**src/rtl/icache_pkg.sv**
```systemverilog
// Shared icache definitions: CAM flag encodings, physical address width,
// refill FSM state type and the CAM write payload.
package icache_pkg;

  localparam int unsigned PA_MSB = 28;
  localparam int unsigned PA_W   = PA_MSB - 1;

  localparam logic [1:0] IC_FLAG_VALID = 2'b01;
  localparam logic [1:0] IC_FLAG_FAULT = 2'b10;

  typedef enum logic [1:0] {IDLE, REQ, DATA, DONE} icf_state_t;

  typedef struct packed {
    logic [11:2]     index;
    logic [PA_MSB:12] tag;
    logic [31:0]     data;
    logic [1:0]      flags;
  } icf_cam_wr_t;

endpackage

```
**src/rtl/icache_fill.sv**
```systemverilog
// Instruction-cache refill engine: one line burst per miss, each beat written to the CAM.
// Optional critical-word-first ordering selected by ICACHE_FILL_CWF_EN.
module icache_fill
  import icache_pkg::*;
#(
  parameter int unsigned LINE_WORDS = 8
) (
  input  logic              clk_core,
  input  logic              reset_n,
  input  logic              fe1_fill_req,
  input  logic [PA_MSB:2]   fe1_fill_paddr,
  output logic              icf_fill_busy,
  output logic              icf_fill_done,
  output logic              icf_fill_err,
  output logic              icf_bus_req,
  output logic [PA_MSB:2]   icf_bus_addr,
  input  logic              bus_icf_ack,
  input  logic              bus_icf_rvalid,
  input  logic [31:0]       bus_icf_rdata,
  input  logic              bus_icf_err,
  output logic [11:2]       icf_cam_write_index,
  output logic              icf_cam_write_req_data,
  output logic [31:0]       icf_cam_write_data,
  output logic              icf_cam_write_req_tag_flags,
  output logic [PA_MSB:12]  icf_cam_write_tag,
  output logic [1:0]        icf_cam_write_flags
);

  localparam int unsigned LW_BITS = $clog2(LINE_WORDS);
  localparam int unsigned CNT_W   = LW_BITS + 1;
  localparam logic [PA_MSB:2] OFF_MASK = PA_W'(LINE_WORDS - 1);
  localparam logic [CNT_W-1:0] LAST_BEAT = CNT_W'(LINE_WORDS - 1);

  icf_state_t        state_q, state_d;
  logic [PA_MSB:2]   paddr_q, paddr_d;
  logic [CNT_W-1:0]  cnt_q, cnt_d;
  logic              busy_q, busy_d;
  logic              done_q, done_d;
  logic              err_q, err_d;
  logic              bus_req_q, bus_req_d;
  logic [PA_MSB:2]   bus_addr_q, bus_addr_d;
  icf_cam_wr_t       cam_q, cam_d;
  logic              cam_we_q, cam_we_d;

  logic [PA_MSB:2]   line_start_c;
  logic [11:2]       start_off_c;
  logic [11:2]       beat_off_c;
  logic [11:2]       beat_index_c;

  // Burst start address and first-beat offset within the line
`ifdef ICACHE_FILL_CWF_EN
  assign line_start_c = fe1_fill_paddr;
  assign start_off_c  = paddr_q[11:2] & OFF_MASK[11:2];
`else
  assign line_start_c = fe1_fill_paddr & ~OFF_MASK;
  assign start_off_c  = '0;
`endif

  assign beat_off_c   = (start_off_c + 10'(cnt_q)) & OFF_MASK[11:2];
  assign beat_index_c = (paddr_q[11:2] & ~OFF_MASK[11:2]) | beat_off_c;

  // Next-state and next-output logic
  always_comb begin
    state_d    = state_q;
    paddr_d    = paddr_q;
    cnt_d      = cnt_q;
    bus_addr_d = bus_addr_q;
    cam_d      = cam_q;
    cam_we_d   = 1'b0;
    err_d      = 1'b0;

    case (state_q)
      IDLE: begin
        if (fe1_fill_req) begin
          state_d    = REQ;
          paddr_d    = fe1_fill_paddr;
          cnt_d      = '0;
          bus_addr_d = line_start_c;
        end
      end
      REQ: begin
        if (bus_icf_ack) state_d = DATA;
      end
      DATA: begin
        if (bus_icf_rvalid) begin
          cam_we_d    = 1'b1;
          cam_d.index = beat_index_c;
          cam_d.tag   = paddr_q[PA_MSB:12];
          cam_d.data  = bus_icf_rdata;
          cam_d.flags = bus_icf_err ? (IC_FLAG_VALID | IC_FLAG_FAULT) : IC_FLAG_VALID;
          cnt_d       = cnt_q + CNT_W'(1);
          // An error beat ends the burst early; its write still lands with the done pulse
          if (bus_icf_err || (cnt_q == LAST_BEAT)) begin
            state_d = DONE;
            err_d   = bus_icf_err;
          end
        end
      end
      DONE: begin
        state_d = IDLE;
      end
      default: begin
        state_d = IDLE;
      end
    endcase

    busy_d    = (state_d != IDLE);
    done_d    = (state_d == DONE);
    bus_req_d = (state_d == REQ);
  end

  // State and output registers
  always_ff @(posedge clk_core) begin
    if (!reset_n) begin
      state_q    <= IDLE;
      paddr_q    <= '0;
      cnt_q      <= '0;
      busy_q     <= 1'b0;
      done_q     <= 1'b0;
      err_q      <= 1'b0;
      bus_req_q  <= 1'b0;
      bus_addr_q <= '0;
      cam_q      <= '0;
      cam_we_q   <= 1'b0;
    end else begin
      state_q    <= state_d;
      paddr_q    <= paddr_d;
      cnt_q      <= cnt_d;
      busy_q     <= busy_d;
      done_q     <= done_d;
      err_q      <= err_d;
      bus_req_q  <= bus_req_d;
      bus_addr_q <= bus_addr_d;
      cam_q      <= cam_d;
      cam_we_q   <= cam_we_d;
    end
  end

  assign icf_fill_busy               = busy_q;
  assign icf_fill_done               = done_q;
  assign icf_fill_err                = err_q;
  assign icf_bus_req                 = bus_req_q;
  assign icf_bus_addr                = bus_addr_q;
  assign icf_cam_write_index         = cam_q.index;
  assign icf_cam_write_req_data      = cam_we_q;
  assign icf_cam_write_data          = cam_q.data;
  assign icf_cam_write_req_tag_flags = cam_we_q;
  assign icf_cam_write_tag           = cam_q.tag;
  assign icf_cam_write_flags         = cam_q.flags;

endmodule

```
**config.mk**
```make
export PLATFORM = sky130hd
export DESIGN_NAME = icache_fill
export DESIGN_NICKNAME = d
export VERILOG_FILES = /design/src/rtl/icache_pkg.sv /design/src/rtl/icache_fill.sv
export SDC_FILE = /design/constraint.sdc
export NUM_CORES = 1
export LEC_CHECK = 0
export ABC_CLOCK_PERIOD_IN_PS = 1200
export CAP_MARGIN = 30
export CORE_MARGIN = 4
export CORE_UTILIZATION = 38
export CTS_BUF_LIST = sky130_fd_sc_hd__clkbuf_8 sky130_fd_sc_hd__clkbuf_16
export DETAILED_ROUTE_END_ITERATION = 16
export PLACE_DENSITY = 0.85
export REMOVE_ABC_BUFFERS = 1
export SYNTH_ARGS = -nofsm -noshare
export SYNTH_HDL_FRONTEND = slang
export SYNTH_SLANG_ARGS = --single-unit
```
**constraint.sdc**
```tcl
create_clock -name clk_core -period 1.2 [get_ports clk_core]
set_input_delay 0.18 -clock clk_core [delete_from_list [all_inputs] [get_ports clk_core]]
set_output_delay 0.18 -clock clk_core [all_outputs]
set_load 0.01 [all_outputs]
```
# ---- Word level (Yosys, flattened, before mapping)
# Index checks and enable logic that the tools add are counted.
dict set report totals {
  inputBits 65
  out_inout_bits 94
  regBits 123
}
dict set report op_classes {
  eq_ne 8
  bitwise_logic 1
  reduce_logical 9
  n_mux 10
  addsub 1
}
# operator n
set ops {}
lappend ops {{2-to-1 mux 2 bit} 5}
lappend ops {{bitwise OR 10 x 3 -> 10 bit} 1}
lappend ops {{2-to-1 mux 4 bit} 2}
lappend ops {{case mux 2 bit (4 select lines)} 1}
lappend ops {{case mux 4 bit (2 select lines)} 1}
lappend ops {{== test 2 bit (second input constant)} 3}
lappend ops {{AND reduction 2 bit} 3}
lappend ops {{adder 4 x 1 -> 4 bit (second input constant)} 1}
lappend ops {{== test 2 x 1 -> 1 bit (second input constant)} 2}
lappend ops {{== test 4 x 3 -> 1 bit (second input constant)} 1}
lappend ops {{!= test 2 bit (second input constant)} 2}
lappend ops {{AND reduction 4 bit} 1}
lappend ops {{nonzero test 2 bit} 2}
lappend ops {{AND reduction 3 bit} 1}
lappend ops {{zero test 2 bit} 1}
lappend ops {{logical OR 1 bit} 1}
lappend ops {{2-to-1 mux 1 bit} 1}

# ---- Longest topological paths before layout
# Gate-level depths: netlist (run 1).
dict set report logic_depth {
  depth_word 6
  ltp_mapped 7
}

# ---- Worst setup path before layout (run 1)
# OpenSTA, ideal clock, no wires.
dict set report synth_path {
  kind {flip-flop to flip-flop}
  start {reg state_q[1]}
  end {reg cnt_q[0]}
  stages_incl_launch_ff 7
  setup_slack_ps -87
  required_ps 1086
  arrival_ps 1173
  setup_time_ps 114
  path_cell_list {dfxtp_1 > buf_6 > or3b_1 > buf_6 > buf_6 > nand4_1 > nand2_1}
}
dict set report synth_between {
  elab_chain_len 3
}
# item line_no
set synth_rtl {}
lappend synth_rtl {{start, declared} icache_fill.sv:34} ;# icf_state_t state_q, state_d;
lappend synth_rtl {{start signal, assigned} icache_fill.sv:126} ;# state_q <= state_d;
lappend synth_rtl {{== test 2 bit or zero test 2 bit (tied branches)} icache_fill.sv:72} ;# case (state_q)
lappend synth_rtl {{!= test 2 bit (no line) or nonzero test 2 bit (tied branches)} -}
lappend synth_rtl {{AND reduction 3 bit (no line)} -}
lappend synth_rtl {{end signal, assigned} icache_fill.sv:128} ;# cnt_q <= cnt_d;
lappend synth_rtl {{end, declared} icache_fill.sv:36} ;# logic [CNT_W-1:0] cnt_q, cnt_d;
# Parallel ways exist; a longest one is shown, timed or not.
# A chain may end at the register's enable or synchronous reset.

# ---- Worst setup path after layout (run 1)
dict set report layout_path {
  start {reg state_q[0]}
  end {reg cam_q (netlist bit icf_cam_write_tag[13])}
}
dict set report layout_between {
  elab_chain_len 2
}
# item line_no
set layout_rtl {}
lappend layout_rtl {{== test 2 bit} icache_fill.sv:72}
lappend layout_rtl {{AND reduction 2 bit (no line)} -}
lappend layout_rtl {{end signal, assigned} icache_fill.sv:134} ;# cam_q <= cam_d;
lappend layout_rtl {{end, declared} icache_fill.sv:42} ;# icf_cam_wr_t cam_q, cam_d;
# Every way passes these cells.

==> results of run 1 <==
## how the worst max path moves through the flow
stage              startpoint                      to  slack [ns]  cells after the start
2_1_floorplan      state_q[1]                cnt_q[3]       -0.97                      3
5_1_grt            state_q[0]  icf_cam_write_data[19]       -0.16                      5
6_report           state_q[0]   icf_cam_write_tag[13]        -0.1                      4
4_1_cts            state_q[0]  icf_cam_write_data[31]       -0.11                      5
3_3_place_gp   bus_icf_rvalid  icf_cam_write_data[29]       -0.35                      5
3_5_place_dp   bus_icf_rvalid  icf_cam_write_data[30]       -0.43                      5
## sequential cells by signal, indices dropped and copies added (netlist names), 2 cells and up
register and flops:
icf_cam_write_index 10, state_q 2, icf_cam_write_data 32, cnt_q 4, paddr_q 24, icf_cam_write_tag 17, icf_cam_write_flags 2
## worst max-delay path, delay by kind of cell, from the launching register on
family,cells,cell delay [ns]
AOI/OAI and AO/OA,1,0.14
DFF,1,0.36
and+or+nand+nor,2,0.42
buffers and inverters,1,0.29
## kinds of logic (layout without fill, tap and decap cells)
kind of cell             after synthesis  count (layout)  share of synthesized area (%)
AND/OR/NAND/NOR                      194             194                          21.37
flip-flops                            96              96                          51.46
AO/OA/AOI/OAI                         90              90                          18.09
buffers and inverters                 44             200                          7.839
multiplexers                           3               3                         0.8041
adder cells (fa/ha/maj)                1               1                         0.3350
other                                  1               3                         0.1004
## where the power goes
part           internal (mW)  leakage [nW]  switching (mW)  total [mW]
combinational          0.545          1.53           0.401       0.946
clock                   1.01        0.0962            1.07        2.08
sequential              3.29         0.782          0.0751        3.36
## cell type report
type                    instances  area [µm²]  share of cell area (%)
repair buffers                184        1861                   32.23
multi-input cells             291        1619                   28.05
inverters                       1       3.754                 0.06502
well taps                     129       161.4                   2.796
flip-flops and latches         96        1933                   33.48
clock inverters                 5       57.56                  0.9970
clock buffers                  10       137.6                   2.384
## routing by layer
| metal | vias to the layer above | track usage (%) | wire length (µm) |
|---|---|---|---|
| li1 | 1679 | - | - |
| met5 | - | 0 | 0 |
| met2 | 116 | 30.29 | 5152 |
| met1 | 1561 | 23.44 | 4772 |
| met3 | 9 | 4.696 | 660 |
| met4 | 0 | 4.018 | 99 |
## layout by cell type (no fill, tap or decap), drive strengths merged, types with 3 or more instances in the layout
| cell | instances |
|---|---|
| nand4 | 3 |
| mux2i | 3 |
| a21boi | 84 |
| buf | 29 |
| clkbuf | 27 |
| nand2 | 173 |
| conb | 3 |
| inv | 3 |
| dlygate4sd2 | 41 |
| clkdlybuf4s15 | 35 |
| clkdlybuf4s50 | 60 |
| dfxtp | 96 |
| nor2b | 3 |
## what timing repair did
item                                    4_1_cts  5_1_grt
pin swaps                                     1        4
cloned                                        4        3
setup buffers                                 2        3
endpoints found under the setup margin      181      143
resized for setup                           121      107
==> reports/qor.txt, run 1 <==
WHS Path Cells - 4
RR Startpoint - state_q[0]
syn_area_per_cell - 8.706 µm²
initial core utilization - 39.67%
max frequency - 772.1 MHz
CP required - 1.48 ns
Worst Hold End - cnt_q[0]
CTS buffer count - 9
failing checks - negative setup slack
Placed Cells - 689
Worst Path Arrival - 1.57 ns
Clock Pin Slew Worst Setup and Hold Paths - 0.09 ns
Fin. Hold Viols - 0
Root Buffer - clkbuf_8
Iter 0 DRT Violations - 152
initial antenna violation count - 0
GRT overflow - 0
Mapped Cells - 429
die area - 11480 µm²
WHS - 0.3205 ns
Cell Chain, Critical Path - and3b_4 -> bufbuf_16 -> nand2_1 -> a21boi_0
EDFF count, synth - 0
synth warn - 0
critical path capture point type - flop
routed len/inst - 14.92 µm
dpl ws - -0.4276 ns
Synth area leaders - dfxtp_1 51%, nand2_1 17%, a21boi_1 11%
crit-path max FO - 9
clock skew - 0.01204 ns
Power Total - 6.387 mW
pin count of the biggest net entering global routing - 56
flop2flop setup slack - -0.1 ns
core region area - 9415 µm²
CP max stage cell - and3b_4
Total Routed Length - 10680 µm
Fin Setup TNS - -5.157 ns
fin cells - 716
Max Slew Vio Count - 0
placed instance area - 5351 µm²
outcome - finished, violations left
Design Area, Final - 5773 µm²
clk buf depth - 2
HP Class - input port to flop
R2R Path End - icf_cam_write_tag[13]
Max H-tree Level - 3
Antenna Cells - 0
unrepaired setup endpoints after global routing - yes
share of the yosys chip area belonging to registers - 51.46%
gr usage total - 18.10%
Row Count - 35
DRC violations left - 0
via count - 3365
fin crit share - 107.9%
HPWL after detailed placement - 7031 µm
Layout Nets - 649
Detail Route Antenna Nets - 0
CTS sink cnt - 96
asr flop ratio synth - 0%
Cell Pwr Density - 1106 nW/µm²
Worst IR Drop VDD - 575.9 µV
share of layout cells above drive strength 1 - 16.70%
CTS tree - done
slowest stage delay, CP - 0.37 ns
die width - 107.1 µm
routed vias/inst - 4.700
Netlist cell types - 30
register bit count reported by yosys - 96
number of fill cells - 809
Pleak - 2.411 nW
path depth of the worst reg2reg path - 4
global-route wire length before repair - 16680 µm
Die H - 107.1 µm
startpoint types - flop
min-delay src - reset_n
Final WS setup - -0.09516 ns
vias in the first global route - 3353
final core utilization - 61.32%
Yosys top cell by area - dfxtp_1
synthesized area - 3735 µm²
Clk Latency, worst-skew pair - 0.35 ns
# port buffers - 152
top-area cell type share of the netlist area - 51.46%
Synth top cells by count - 173 x nand2_1, 96 x dfxtp_1, 55 x a21boi_1
Final setup viols - 90
Syn-to-layout area delta - 54.57%
RD Place Congestion - 0.7495
max-cap viol count - 0
critical path type - flop to flop
hold_buf cts - 0
top-count cell post-synth - nand2_1
fin crit period - 1.295 ns
TritonRoute pass-1 iters - 4
IO Pins - 159
Synth Flop Type - dfxtp_1
No activity file was read; power rests on OpenSTA's default activity.
==> run 2, diff against run 1 <==
--- a/config.mk
+++ b/config.mk
@@ -13,6 +13,7 @@
 export DETAILED_ROUTE_END_ITERATION = 16
 export PLACE_DENSITY = 0.85
 export REMOVE_ABC_BUFFERS = 1
+export SKIP_LAST_GASP = 1
 export SYNTH_ARGS = -nofsm -noshare
 export SYNTH_HDL_FRONTEND = slang
 export SYNTH_SLANG_ARGS = --single-unit
==> reports/qor.txt, run 2 (synthesis gave the netlist of run 1 again) <==
outcome - finished, violations left
failing checks - negative setup slack
Worst IR Drop VDD - 573.1 µV
Buf/Inv on CP - 2
most frequent cells in the layout - 165 x nand2_1, 89 x dfxtp_1, 68 x a21boi_1
Cell Chain, Critical Path - and3b_4 -> buf_6 -> buf_12 -> nand2_1 -> a21boi_1
IO Pins - 159
share of layout cells above drive strength 1 - 15.50%
die area - 11480 µm²
GR Layer Usage met2 - 30.29%
max-cap viol count - 0
CTS tree - done
routed len/inst - 14.93 µm
startpoint types - flop
CP required - 1.47 ns
core region area - 9415 µm²
HP Class - input port to flop
DRC violations left - 0
CTS sink cnt - 96
Final WS setup - -0.08872 ns
routed vias/inst - 4.689
Root Buffer - clkbuf_8
critical path type - flop to flop
number of fill cells - 816
Max Slew Vio Count - 0
TritonRoute pass-1 iters - 4
GR Util met1 - 23.37%
fin crit share - 107.4%
max frequency - 776.0 MHz
Clock Pin Slew Worst Setup and Hold Paths - 0.09 ns
Die H - 107.1 µm
GRT overflow - 0
initial core utilization - 39.67%
Max H-tree Level - 3
Syn-to-layout area delta - 53.94%
via count - 3357
max reg flops - 32
RD Place Congestion - 0.7495
crit-path max FO - 10
unrepaired setup endpoints after global routing - yes
pin count of the biggest net entering global routing - 56
Total Routed Length - 10690 µm
Clk Latency, worst-skew pair - 0.35 ns
met3 usage - 4.696%
CP max stage cell - and3b_4
HPWL after detailed placement - 7031 µm
Worst Path Arrival - 1.56 ns
Layout Nets - 649
Detail Route Antenna Nets - 0
vias in the first global route - 3348
gr busiest metal - met2
# port buffers - 152
critical path capture point type - flop
CP delay by family, top - simple AND/OR/NAND/NOR gates
hold_buf cts - 0
WHS Path Cells - 4
fin cells - 716
path depth of the worst reg2reg path - 5
CP Depth - 5
Pleak - 2.409 nW
Final setup viols - 90
Fin Setup TNS - -4.860 ns
clock skew - 0.01224 ns
Antenna Cells - 0
Fin. Hold Viols - 0
Power Total - 6.380 mW
fin crit period - 1.289 ns
die width - 107.1 µm
most common cell after layout, fill and taps aside - nand2_1
Row Count - 35
Iter 0 DRT Violations - 134
Placed Cells - 689
initial antenna violation count - 0
clk buf depth - 2
CTS buffer count - 9
Cell Pwr Density - 1110 nW/µm²
slowest stage delay, CP - 0.37 ns
gr usage total - 18.08%
global-route wire length before repair - 16660 µm
-- run 2: layer usage --
layer | up-vias | share of wire (%) | wire length (µm)
met1 | 1551 | 45 | 4782
met4 | 0 | 0.92 | 98
met2 | 119 | 48 | 5126
li1 | 1678 | - | -
met5 | - | 0 | 0
met3 | 9 | 6.4 | 686
-- run 2: path summary, 6_finish.rpt --
kind / slack (ns) / end / start
max: -0.09 / icf_cam_write_data[27] / state_q[0]
min reg2reg: 0.45 / icf_cam_write_index[10] / icf_cam_write_index[10]
max reg2reg: -0.09 / icf_cam_write_data[27] / state_q[0]
min: 0.32 / cnt_q[0] / reset_n
-- run 2: final cells by class --
cell class                 instances  area [µm²]  area share [%]
clock buffer                      10       137.6           2.394
clock inverter                     5       57.56           1.001
inverter                           1       3.754         0.06529
multi-input combinational        291        1595           27.75
sequential                        96        1933           33.62
tap                              129       161.4           2.807
timing repair buffer             184        1861           32.36
-- run 2: stage by stage --
step / hold WS (ns) / worst slack (ns) / area (µm²) / utilization, %
global route: 0.3138 / -0.1551 / 5749 / 61.06
detailed placement: 0.4439 / -0.4276 / 5351 / 56.84
global placement: 0.4398 / -0.3459 / 5351 / 56.84
CTS: 0.2973 / -0.1074 / 5622 / 59.71
finish: 0.3210 / -0.08872 / 5749 / 61.06
floorplan: 0.2978 / -0.9745 / 3453 / -
-- run 2: what timing repair did --
item	CTS	global route
resized for setup	118	103
buffers inserted	2	3
pin swaps	1	2
endpoints found under the setup margin	181	143
gates cloned	4	3
-- run 2: report_power, final --
part	switching [mW]	internal [mW]	total (mW)
registers	0.0740	3.29	3.36
clock network	1.07	1.01	2.08
logic	0.397	0.541	0.938
total	1.54	4.84	6.38
-- run 2: tightest hold or removal path, cell delays in order --
cell and delay (ns):
buf_2 0.13, buf_12 0.18, nand3b_1 0.09, nand2_1 0.04
==> run 3, diff against run 2 <==
--- a/config.mk
+++ b/config.mk
@@ -7,7 +7,7 @@
 export LEC_CHECK = 0
 export ABC_CLOCK_PERIOD_IN_PS = 1200
 export CAP_MARGIN = 30
-export CORE_MARGIN = 4
+export CORE_MARGIN = 8
 export CORE_UTILIZATION = 38
 export CTS_BUF_LIST = sky130_fd_sc_hd__clkbuf_8 sky130_fd_sc_hd__clkbuf_16
 export DETAILED_ROUTE_END_ITERATION = 16
==> reports/qor.txt, run 3 (synthesis gave the netlist of run 1 again) <==
most frequent cells in the layout - 143 x nand2_1, 92 x dfxtp_1, 60 x a21boi_1, 60 x clkdlybuf4s50_1, 36 x dlygate4sd2_1
P_int - 5.006 mW
most common cell after layout, fill and taps aside - nand2_1
Iter 0 DRT Violations - 191
share of layout cells above drive strength 1 - 23.36%
GRT overflow - 0
routed vias/inst - 4.757
Buf/Inv on CP - 2
global-route wire length before repair - 16280 µm
combinational cell fraction of total power - 16.0%
initial antenna violation count - 0
routed len/inst - 16.65 µm
vias in the first global route - 3302
CP required - 1.48 ns
max-cap viol count - 0
max frequency - 780.6 MHz
Clk Latency, worst-skew pair - 0.35 ns
clock skew - 0.008079 ns
Layout Nets - 657
slowest stage delay, CP - 0.37 ns
Row Count - 36
RD Place Congestion - 0.7418
Seq pwr share - 50.9%
CTS tree - done
Cell Pwr Density - 1082 nW/µm²
Final setup viols - 70
Clock Pin Slew Worst Setup and Hold Paths - 0.09 ns
crit-path max FO - 8
critical path type - flop to flop
failing checks - negative setup slack
outcome - finished, violations left
Max H-tree Level - 3
flop2flop setup slack - -0.08 ns
gr usage total - 15.41%
Root Buffer - clkbuf_8
IO Pins - 159
Sw Ratio - 24.24%
WHS - 0.1598 ns
CTS buffer count - 9
TritonRoute pass-1 iters - 4
via count - 3463
Syn-to-layout area delta - 63.45%
pin count of the biggest net entering global routing - 52
Detail Route Antenna Nets - 0
Fin Setup TNS - -2.978 ns
HP Class - input port to flop
Worst Path Arrival - 1.56 ns
die width - 115.1 µm
Antenna Cells - 0
unrepaired setup endpoints after global routing - yes
die area - 13260 µm²
Pleak - 2.673 nW
number of fill cells - 806
critical path capture point type - flop
max reg flops - 32
fin crit share - 106.8%
HPWL after detailed placement - 7487 µm
startpoint types - flop
clock network power share - 33.1%
Die H - 115.1 µm
clk buf depth - 2
Fin. Hold Viols - 0
Total Routed Length - 12120 µm
fin crit period - 1.281 ns
CP max stage cell - dfxtp_4
Cell Chain, Critical Path - and3b_4 -> buf_12 -> buf_12 -> nand2_1 -> a21boi_2
core region area - 9639 µm²
CP delay by family, top - simple AND/OR/NAND/NOR gates
initial core utilization - 38.75%
NetSw - 1.602 mW
# port buffers - 152
hold_buf cts - 0
Crit path top cell by count - buf_12
Final WS setup - -0.08101 ns
DRC violations left - 0
Max Slew Vio Count - 0
CTS sink cnt - 96
dpl ws - -0.3864 ns
Worst IR Drop VDD - 714.4 µV
==> run 3: changes by cell type in the layout (fill, tap and decap cells not counted), moves of 4 or more <==
| cell | delta |
|---|---|
| clkbuf_16 | +7 |
| dlygate4sd2_1 | -5 |
| a21boi_0 | -6 |
| nand2_4 | +20 |
| nand2_1 | -22 |
| a21boi_2 | +14 |
| dfxtp_2 | -4 |
| a21boi_1 | -8 |
| buf_6 | +5 |
==> run 3: path summary, 6_finish.rpt <==
path	endpoint	startpoint	cells after the start
worst max-delay path	icf_cam_write_tag[15]	state_q[0]	5
worst min-delay path	state_q[1]	reset_n	2
worst max register to register	icf_cam_write_tag[15]	state_q[0]	5
worst min register to register	icf_cam_write_data[13]	icf_cam_write_data[13]	2
==> run 3: stage by stage <==
step                std cells  instance area, µm²  util, %  total power [mW]
floorplan                 388                3453        -             3.691
global placement          695                5396    55.98             4.283
detailed placement        695                5396    55.98             4.306
CTS                       710                5528    57.35             6.451
global route              728                6105    63.33             6.898
finish                    728                6105    63.33             6.608
==> run 3: area by class of cell <==
| class | instances | area, µm² | area share, % |
|---|---|---|---|
| Clock buffer | 12 | 165.2 | 2.705 |
| Multi-Input combinational cell | 292 | 1815 | 29.74 |
| Clock inverter | 3 | 40.04 | 0.6559 |
| Tap cell | 133 | 166.4 | 2.726 |
| Inverter | 1 | 3.754 | 0.06149 |
| Timing Repair Buffer | 191 | 1982 | 32.47 |
| Sequential cell | 96 | 1932 | 31.65 |
==> run 3: per-layer routing <==
| metal | GRT usage (%) | wire length (µm) | part of all wire (%) |
|---|---|---|---|
| met1 | 17.23 | 4998 | 41 |
| met3 | 6.303 | 975 | 8.0 |
| met2 | 26.19 | 5969 | 49 |
| met4 | 4.729 | 176 | 1.5 |
| met5 | 0 | 0 | 0 |
==> run 3: power by group through the flow <==
stage                     registers, mW  clock network, mW  logic (mW)
final                              3.36               2.19        1.06
after global routing               3.38               2.39        1.13
after CTS                          3.35               2.26       0.838
after detailed placement           3.42                  0       0.882
after global placement             3.42                  0       0.863
after floorplan                    3.47                  0       0.226
==> run 3: timing repair <==
| action | CTS | global route |
|---|---|---|
| setup buffers | 0 | 3 |
| resized for setup | 121 | 161 |
| pin swaps | 1 | 59 |
| endpoints found under the setup margin | 130 | 124 |
| cloned | 0 | 15 |
